<file path="config.mk">
export PLATFORM = sky130hd
export DESIGN_NAME = viterbi_channel_err_inj
export DESIGN_NICKNAME = d
export VERILOG_FILES = /design/src/rtl/viterbi_channel_err_inj.sv
export SDC_FILE = /design/constraint.sdc
export NUM_CORES = 1
export LEC_CHECK = 0
export ABC_CLOCK_PERIOD_IN_PS = 7900
export CAP_MARGIN = 20
export CORE_UTILIZATION = 40
export CTS_CLUSTER_DIAMETER = 200
export DETAILED_ROUTE_END_ITERATION = 7
export GPL_TIMING_DRIVEN = 0
export SYNTH_ARGS = -nofsm -noshare
export SYNTH_HDL_FRONTEND = slang
export SYNTH_SLANG_ARGS = --single-unit
</file>
<file path="constraint.sdc">
create_clock -name clk -period 7.9 [get_ports clk]
set_clock_uncertainty 0.2 [all_clocks]
set_input_delay 1.975 -clock clk [delete_from_list [all_inputs] [get_ports clk]]
set_output_delay 1.975 -clock clk [all_outputs]
set_load 0.005 [all_outputs]
</file>
<file path="src/rtl/viterbi_channel_err_inj.sv">
// viterbi_channel_err_inj: channel model XORing encoder symbols with clean/periodic/random/burst error masks; `CHAN_ERR_LOG_EN adds last_err_word_o
module viterbi_channel_err_inj #(
  parameter int CNT_W = 16,
  parameter int PERIOD = 8,
  parameter int MIN_GAP = 4,
  parameter int BURST_LEN = 3,
  parameter logic [15:0] LFSR_SEED = 16'hACE1
) (
  input  logic             clk,
  input  logic             rst,
  input  logic             enable_i,
  input  logic [1:0]       enc_i,
  input  logic [1:0]       mode_i,
  input  logic [8:0]       thresh_i,
  output logic [1:0]       chan_o,
  output logic             chan_valid_o,
  output logic [1:0]       err_inj_o,
  output logic [CNT_W-1:0] word_ct_o,
  output logic [CNT_W-1:0] error_counter_o
`ifdef CHAN_ERR_LOG_EN
  ,
  output logic [CNT_W-1:0] last_err_word_o
`endif
);
  localparam int PW = $clog2(PERIOD);
  localparam logic [15:0] MG = (MIN_GAP < 1) ? 16'd1 : 16'(MIN_GAP);
  localparam logic [15:0] BL1 = 16'(BURST_LEN - 1);
  typedef enum logic [1:0] {GAP, ARMED, BURST} state_t;
  state_t state, state_n;
  logic [15:0] lfsr, gap_cnt, gap_n, burst_cnt, burst_n;
  logic [PW-1:0] period_cnt;
  logic toggle, toggle_n, trig, pend;
  logic [1:0] mask;
  logic [CNT_W:0] ec_sum;
  assign trig = {1'b0, lfsr[7:0]} < thresh_i;
  assign pend = period_cnt == PW'(PERIOD - 1);
  assign ec_sum = {1'b0, error_counter_o} + (CNT_W+1)'(mask[0]) + (CNT_W+1)'(mask[1]);
  always_comb begin
    state_n = state;
    gap_n = gap_cnt;
    burst_n = burst_cnt;
    toggle_n = toggle;
    mask = 2'b00;
    if (mode_i == 2'b00) begin
      state_n = GAP;
      gap_n = MG;
    end else begin
      case (state)
        GAP:
          if (gap_cnt <= 16'd1) state_n = ARMED;
          else gap_n = gap_cnt - 16'd1;
        ARMED:
          if (mode_i == 2'b01 && pend) begin
            mask = toggle ? 2'b10 : 2'b01;
            toggle_n = !toggle;
            state_n = GAP;
            gap_n = MG;
          end else if (mode_i == 2'b10 && trig) begin
            mask = lfsr[8] ? 2'b10 : 2'b01;
            state_n = GAP;
            gap_n = MG;
          end else if (mode_i == 2'b11 && trig) begin
            mask = 2'b01;
            burst_n = BL1;
            state_n = (BURST_LEN == 1) ? GAP : BURST;
            gap_n = MG;
          end
        BURST:
          if (mode_i != 2'b11) begin
            state_n = GAP;
            gap_n = MG;
          end else begin
            mask = 2'b01;
            if (burst_cnt <= 16'd1) begin
              state_n = GAP;
              gap_n = MG;
            end else burst_n = burst_cnt - 16'd1;
          end
        default: begin
          state_n = GAP;
          gap_n = MG;
        end
      endcase
    end
  end
  always_ff @(posedge clk) begin
    if (rst) begin
      state <= GAP;
      gap_cnt <= MG;
      burst_cnt <= '0;
      toggle <= 1'b0;
      lfsr <= LFSR_SEED;
      period_cnt <= '0;
      chan_o <= '0;
      chan_valid_o <= 1'b0;
      err_inj_o <= '0;
      word_ct_o <= '0;
      error_counter_o <= '0;
`ifdef CHAN_ERR_LOG_EN
      last_err_word_o <= '0;
`endif
    end else if (enable_i) begin
      state <= state_n;
      gap_cnt <= gap_n;
      burst_cnt <= burst_n;
      toggle <= toggle_n;
      lfsr <= {lfsr[14:0], lfsr[15] ^ lfsr[13] ^ lfsr[12] ^ lfsr[10]};
      period_cnt <= pend ? '0 : period_cnt + 1'b1;
      chan_o <= enc_i ^ mask;
      chan_valid_o <= 1'b1;
      err_inj_o <= mask;
      word_ct_o <= word_ct_o + 1'b1;
      error_counter_o <= ec_sum[CNT_W] ? '1 : ec_sum[CNT_W-1:0];
`ifdef CHAN_ERR_LOG_EN
      if (|mask) last_err_word_o <= word_ct_o;
`endif
    end else chan_valid_o <= 1'b0;
  end
endmodule

</file>
======== Word level (Yosys, flattened, before mapping) ========
Cells that the tools add are included.
Widths: inputs -> output; s select.
cells by class
  $add $sub $neg .......................... 6
  order comparisons ....................... 3
  equality and inequality tests ........... 16
  multiplexer cells ....................... 33
  bitwise operators ....................... 5
  reductions and logical operators ........ 11
operators with widths
  kind                   number
  $mux 16                13
  $pmux 16 s3            1
  $le 16x1->1 const B    2
  $pmux 16 s2            1
  $sub 16x1->16 const B  2
  $mux 2                 12
  $add 16x1->17          1
  $add 17x1->17          1
  $add 16x1->16 const B  1
  $ne 2x2->1 const B     6
  $reduce_and 4->1       3
  $lt 8x9->1             1
  $reduce_and 8->1       1
  $eq 2x2->1 const B     3
  $ne 3x3->1 const B     2
  $pmux 2 s3             1
  $ne 5x5->1 const B     1
  $eq 2x1->1 const B     2
  $logic_not 2->1        2
  $ne 4x4->1 const B     1
  $pmux 2 s2             1
  $add 3x1->3 const B    1
  $eq 3x3->1 const B     1
  $logic_and 1x1->1      3
  other kinds (7)        11
storage, ports and cells
  flip-flop bits (word level) ............. 91
  input bits .............................. 16
  output and inout port bits .............. 37

======== Longest topological paths before layout ========
  depth after elaboration ................. 10
  depth in mapped cells ................... 17
  mapped depth without buffers ............ 17

======== Worst setup path after synthesis ========
Ideal clock, no wire load.
  path kind ............................... input-to-reg
  from .................................... input thresh_i[2]
  to ...................................... register error_counter_o[0]
  setup time .............................. 0.070 ns
  arrival ................................. 4.937 ns
  required time ........................... 7.630 ns
  path slack .............................. 2.692 ns
  cell stages on the path ................. 17
  buffers on the path ..................... 1
  cells stage by stage .................... inv_1 > ha_1 > a211oi_1 > o211ai_1 > a21oi_4 > nand3_1 > nand2_1 > nand2_1 > fa_1 > inv_1 > ha_1 > and4_1 > nand3_1 > nor2_1 > nand3_1 > clkbuf_1 > a21oi_1
on the way
  longest elaborated chain between the ends .. 10
  elaborated cells between the ends (all ways) .. 11
  those cells by class .................... 2 x add/sub; 1 x order compare; 6 x mux; 2 x reduce/logical
ends and longest elaborated chain
  item                  line  source
  start, declared       14    input logic [8:0] thresh_i,
  $lt 8x9->1 (*)        35    assign trig = {1'b0, lfsr[7:0]} < thresh_i;
  $logic_and 1x1->1     62    end else if (mode_i == 2'b11 && trig) begin
  $mux 1                62
  $mux 2 (*)            58    end else if (mode_i == 2'b10 && trig) begin
  $mux 2 (*)            53    if (mode_i == 2'b01 && pend) begin
  $pmux 2 s2 (*)        48    case (state)
  $mux 2 (*)            44    if (mode_i == 2'b00) begin
  $add 16x1->17         37    assign ec_sum = {1'b0, error_counter_o} + (CNT_W+1)'(mask[0]) + (CNT_W+1)'(mask[1]);
  $add 17x1->17 (*)     37
  $mux 16 (*)           113   error_counter_o <= ec_sum[CNT_W] ? '1 : ec_sum[CNT_W-1:0];
  end signal, assigned  113
  end, declared         19    output logic [CNT_W-1:0] error_counter_o
Every way passes the cells marked *; elsewhere a longest branch is shown, timed or not.
A chain may end at the register's enable or synchronous reset.

======== Worst setup path after layout ========
  from .................................... input thresh_i[2]
  to ...................................... register error_counter_o[3]
The elaborated chain is that of the path after synthesis.

==> implementation parameters <==
Parameter                              Value

Synthesis
  Largest area contributor in the netlist ... sky130_fd_sc_hd__dfxtp_1
  Count of unique library cells instantiated by Yosys ... 62
  Per-instance average area after synthesis ... 8.72 um2
  Cell types occupying the most area after synthesis ... sky130_fd_sc_hd__dfxtp_1 40%, sky130_fd_sc_hd__mux2i_1 5.2%, sky130_fd_sc_hd__ha_1 4.9%, sky130_fd_sc_hd__a21oi_1 4.6%, sky130_fd_sc_hd__nor2_1 4.1%
  Register area share after synthesis ... 0.395
  Top FF cell, synth ... sky130_fd_sc_hd__dfxtp_1
  Area share of the leading cell type in the synthesized netlist ... 0.395
  Synthesized instance count ... 529
  Share of flip-flops with an asynchronous set or reset ... 0
  Synth Register Bits ... 91
  Number of nets produced by synthesis ... 564
  Post-synth EDFFs ... 0
  Post-synth design cell area ... 4610 um2
  Syn. warnings ... 0

Drt
  Final wirelength ... 11,000 um
  Post-DRT Antenna Nets ... 0
  Routed length per placed instance ... 14.9 um
  Sum of met2 wire segment lengths after detailed routing ... 5170 um
  Met1 Wirelength ... 5160 um
  Top layer reached by signal wires ... met4
  Number of DRC markers after the initial detailed-route iteration ... 221
  Drt drc ... 0
  Pre-antenna DRT Iters ... 4
  Post-DR vias/cell ... 5.51
  Via count ... 4,055
  Sum of met3 wire segment lengths after detailed routing ... 431 um

Power and ir drop
  Worst IR Drop VDD ... 0.175 mV
  Net switching share of the total power ... 0.345
  Net Switching ... 486 uW
  Clock network power share ... 0.322
  Comb pwr share ... 0.296
  Fraction of power consumed by sequential logic ... 0.382
  PwrDens ... 251 nW/um2
  Internal Power ... 923 uW
  Static Leak ... 2.15 nW

Worst setup path
  Endpoint type of the worst setup path ... register
  Cell occurring most often along the worst timing path ... sky130_fd_sc_hd__nand3_1
  Critical path startpoint ... thresh_i[2]
  Arr. time, crit path ... 6010 ps
  Critical Path Fanout Max ... 10
  Req. time, crit path ... 7980 ps
  List of cells traversed by the critical path ... clkdlybuf4s50_1 > inv_1 > ha_1 > a211oi_1 > o211ai_1 > a21oi_4 > nand3_1 > nand2_1 > nand2_1 > fa_1 > inv_1 > ha_1 > and4_1 > nand3_1 > nor2_1 > nand3_1 > clkbuf_1 > a21oi_1
  Terminus of the critical flop-to-flop path ... error_counter_o[3]$_SDFFE_PP0P_
  Critical Setup Path Class ... input pin to register
  Flop2flop setup slack ... 3780 ps
  Worst path max stage delay ... 460 ps
  Worst setup SP type ... input pin
  Length in cells of the worst reg-to-reg path ... 16
  R2r startpoint ... lfsr[2]$_SDFFE_PP0P_
  Standard cell with the maximum stage delay on the critical path ... sky130_fd_sc_hd__clkdlybuf4s50_1

Global routing
  Global-route usage over all layers ... 0.195
  Vias in the first global route ... 3,886
  Number of antenna violations at the first check in global routing ... 0
  Pin count of the biggest net entering global routing ... 18
  Grt total ovfl ... 0
  Global-route wire length before repair ... 18,100 um

Clock tree
  # H-tree levels ... 3
  Clock tree from TritonCTS ... yes
  CTS clk-pin slew, worst paths ... 70 ps
  Clock network latency to the later pin of the worst-skew pair ... 350 ps
  Hold-fix buffer count after cts ... 0
  Post-CTS Repair Setup Buffers ... 0
  Worst-case clock buffer depth ... 2
  Number of instances resized during post-cts repair ... 0
  Clock root buffer master ... sky130_fd_sc_hd__clkbuf_16
  Inserted Clock Buffers ... 9
  Sinks on the clock net ... 91

Min path
  Start point of the worst hold path ... gap_cnt[1]$_SDFFE_PP0P_
  Worst hold path class ... register to register
  Sink of the worst hold path ... gap_cnt[1]$_SDFFE_PP0P_
  Hold path cells ... 2

Final layout
  Area delta synth->final ... 21.6%
  Fin nets ... 626
  Count of filler cells inserted in the layout ... 1,048
  Share of cells above drive strength 1 ... 0.0638
  Number of antenna repair diodes ... 0
  Util after Layout ... 0.509

Floorplanning
  Cell row count ... 38
  Core box area ... 11,000 um2
  Height of the chip ... 109 um
  Overall die area ... 12,000 um2
  Die width ... 109 um
  Top Ports ... 53
  Starting density of the core ... 0.418

Placed design
  Global placement routability congestion ... 0.799
  PortBufs ... 50
  HPWL Detailed ... 7880 um

Run status
  Outcome ... finished, final reports clean

Timing
  Slew Limit Fails ... 0
  Maximum operating frequency ... 0.169 GHz
  Max-slew headroom at the worst pin ... 0.511
  Transition time at the pin with the least slew margin ... 733 ps
  Final setup violation count ... 0
  RSZ-0062 raised after global routing ... false
  Final cycle utilization of the critical path ... 0.750
  Worst hold slack across all endpoints ... 262 ps
  Setup TNS ... 0 ps
  Hold violation total from the final report ... 0
  Min cycle time layout ... 5930 ps

Flow run
  Reported max-cap violation count ... 0
per-layer routing:
layer,vias to the layer above,global-route usage
li1,2039,-
met1,1926,0.245
met2,75,0.325
met3,15,0.0385
met4,0,0.0790
met5,-,0
power groups by stage:
stage / clock network, mW / registers (mW) / logic, mW
after floorplan: 0 / 0.538 / 0.323
after global placement: 0 / 0.546 / 0.404
after detailed placement: 0 / 0.547 / 0.414
after CTS: 0.462 / 0.537 / 0.416
after global routing: 0.474 / 0.544 / 0.471
final: 0.454 / 0.538 / 0.417
cell type report:
type | instances | area [um2] | area share
timing repair buffer | 51 | 513 | 0.0915
sequential | 91 | 1820 | 0.325
multi-input combinational | 390 | 2590 | 0.462
buffer | 22 | 104 | 0.0185
clock buffer | 9 | 225 | 0.0402
inverter | 26 | 97.6 | 0.0174
clock inverter | 7 | 83.8 | 0.0149
tap | 140 | 175 | 0.0312
kinds of logic (layout without fill, tap and decap cells):
logic type	after synthesis	in the layout	share of synthesized area
adders and majority gates	19	19	0.0532
and+or+nand+nor	201	201	0.229
muxes	24	24	0.0521
DFF	91	91	0.395
AOI/OAI and AO/OA	115	115	0.168
buffers and inverters	48	115	0.0437
xor gates and xnor gates	31	31	0.0589
synthesized netlist by cell type (all sizes together), types with 5 or more instances:
cell type,number
or2,6
o31ai,12
nand2,41
nor3,6
clkbuf,14
xor2,21
or4,18
ha,18
mux2i,24
or3,20
nand3,19
and3,5
nor2,52
dfxtp,91
inv,26
nor4,6
a21oi,45
nand4,6
and2,5
buf,8
o21ai,21
xnor2,10
cell usage in the layout, fill, tap and decap left out, types with 10 or more instances in the layout:
cell type	synthesis	layout
sky130_fd_sc_hd__a21oi_1	42	42
sky130_fd_sc_hd__clkbuf_1	14	14
sky130_fd_sc_hd__clkdlybuf4s50_1	0	50
sky130_fd_sc_hd__dfxtp_1	91	91
sky130_fd_sc_hd__ha_1	18	18
sky130_fd_sc_hd__inv_1	25	25
sky130_fd_sc_hd__mux2i_1	24	24
sky130_fd_sc_hd__nand2_1	41	41
sky130_fd_sc_hd__nand3_1	19	19
sky130_fd_sc_hd__nor2_1	50	50
sky130_fd_sc_hd__o21ai_1	12	12
sky130_fd_sc_hd__o31ai_1	12	12
sky130_fd_sc_hd__or3_1	19	19
sky130_fd_sc_hd__or4_1	18	18
sky130_fd_sc_hd__xnor2_1	10	10
sky130_fd_sc_hd__xor2_1	21	21
critical path, delay by kind of cell:
| kind | cells | cell delay [ps] |
|---|---|---|
| adder cells (fa/ha/maj) | 3 | 880 |
| buffers and inverters | 4 | 850 |
| AO/OA/AOI/OAI | 4 | 1060 |
| AND/OR/NAND/NOR | 7 | 1230 |
how the worst max path moves through the flow:
stage / end / slack, ps / depth (start not counted)
4_1_cts: error_counter_o[3]$_SDFFE_PP0P_ / 1970 / 18
2_1_floorplan: error_counter_o[0]$_SDFFE_PP0P_ / 2690 / 17
6_report: error_counter_o[3]$_SDFFE_PP0P_ / 1970 / 18
3_5_place_dp: error_counter_o[0]$_SDFFE_PP0P_ / 1610 / 18
5_1_grt: error_counter_o[3]$_SDFFE_PP0P_ / 1540 / 16
3_3_place_gp: error_counter_o[11]$_SDFFE_PP0P_ / 1640 / 16
per-stage QoR:
stage | instances | instance area [um2] | worst slack (ps) | total power [mW]
after CTS | 735 | 5600 | 1970 | 1.41
after global routing | 736 | 5610 | 1540 | 1.49
after detailed placement | 719 | 5290 | 1610 | 0.962
after global placement | 719 | 5290 | 1640 | 0.950
after floorplan | 529 | 4610 | 2690 | 0.860
final | 736 | 5610 | 1970 | 1.41
sequential cells by signal (all words and copies together), names as in the netlist:
name and flops:
gap_cnt 16, chan_valid_o 1, state 2, word_ct_o 16, lfsr 16, chan_o 2, error_counter_o 16, period_cnt 3
toggle 1, burst_cnt 16, err_inj_o 2
(Power assumes the default switching activity.)
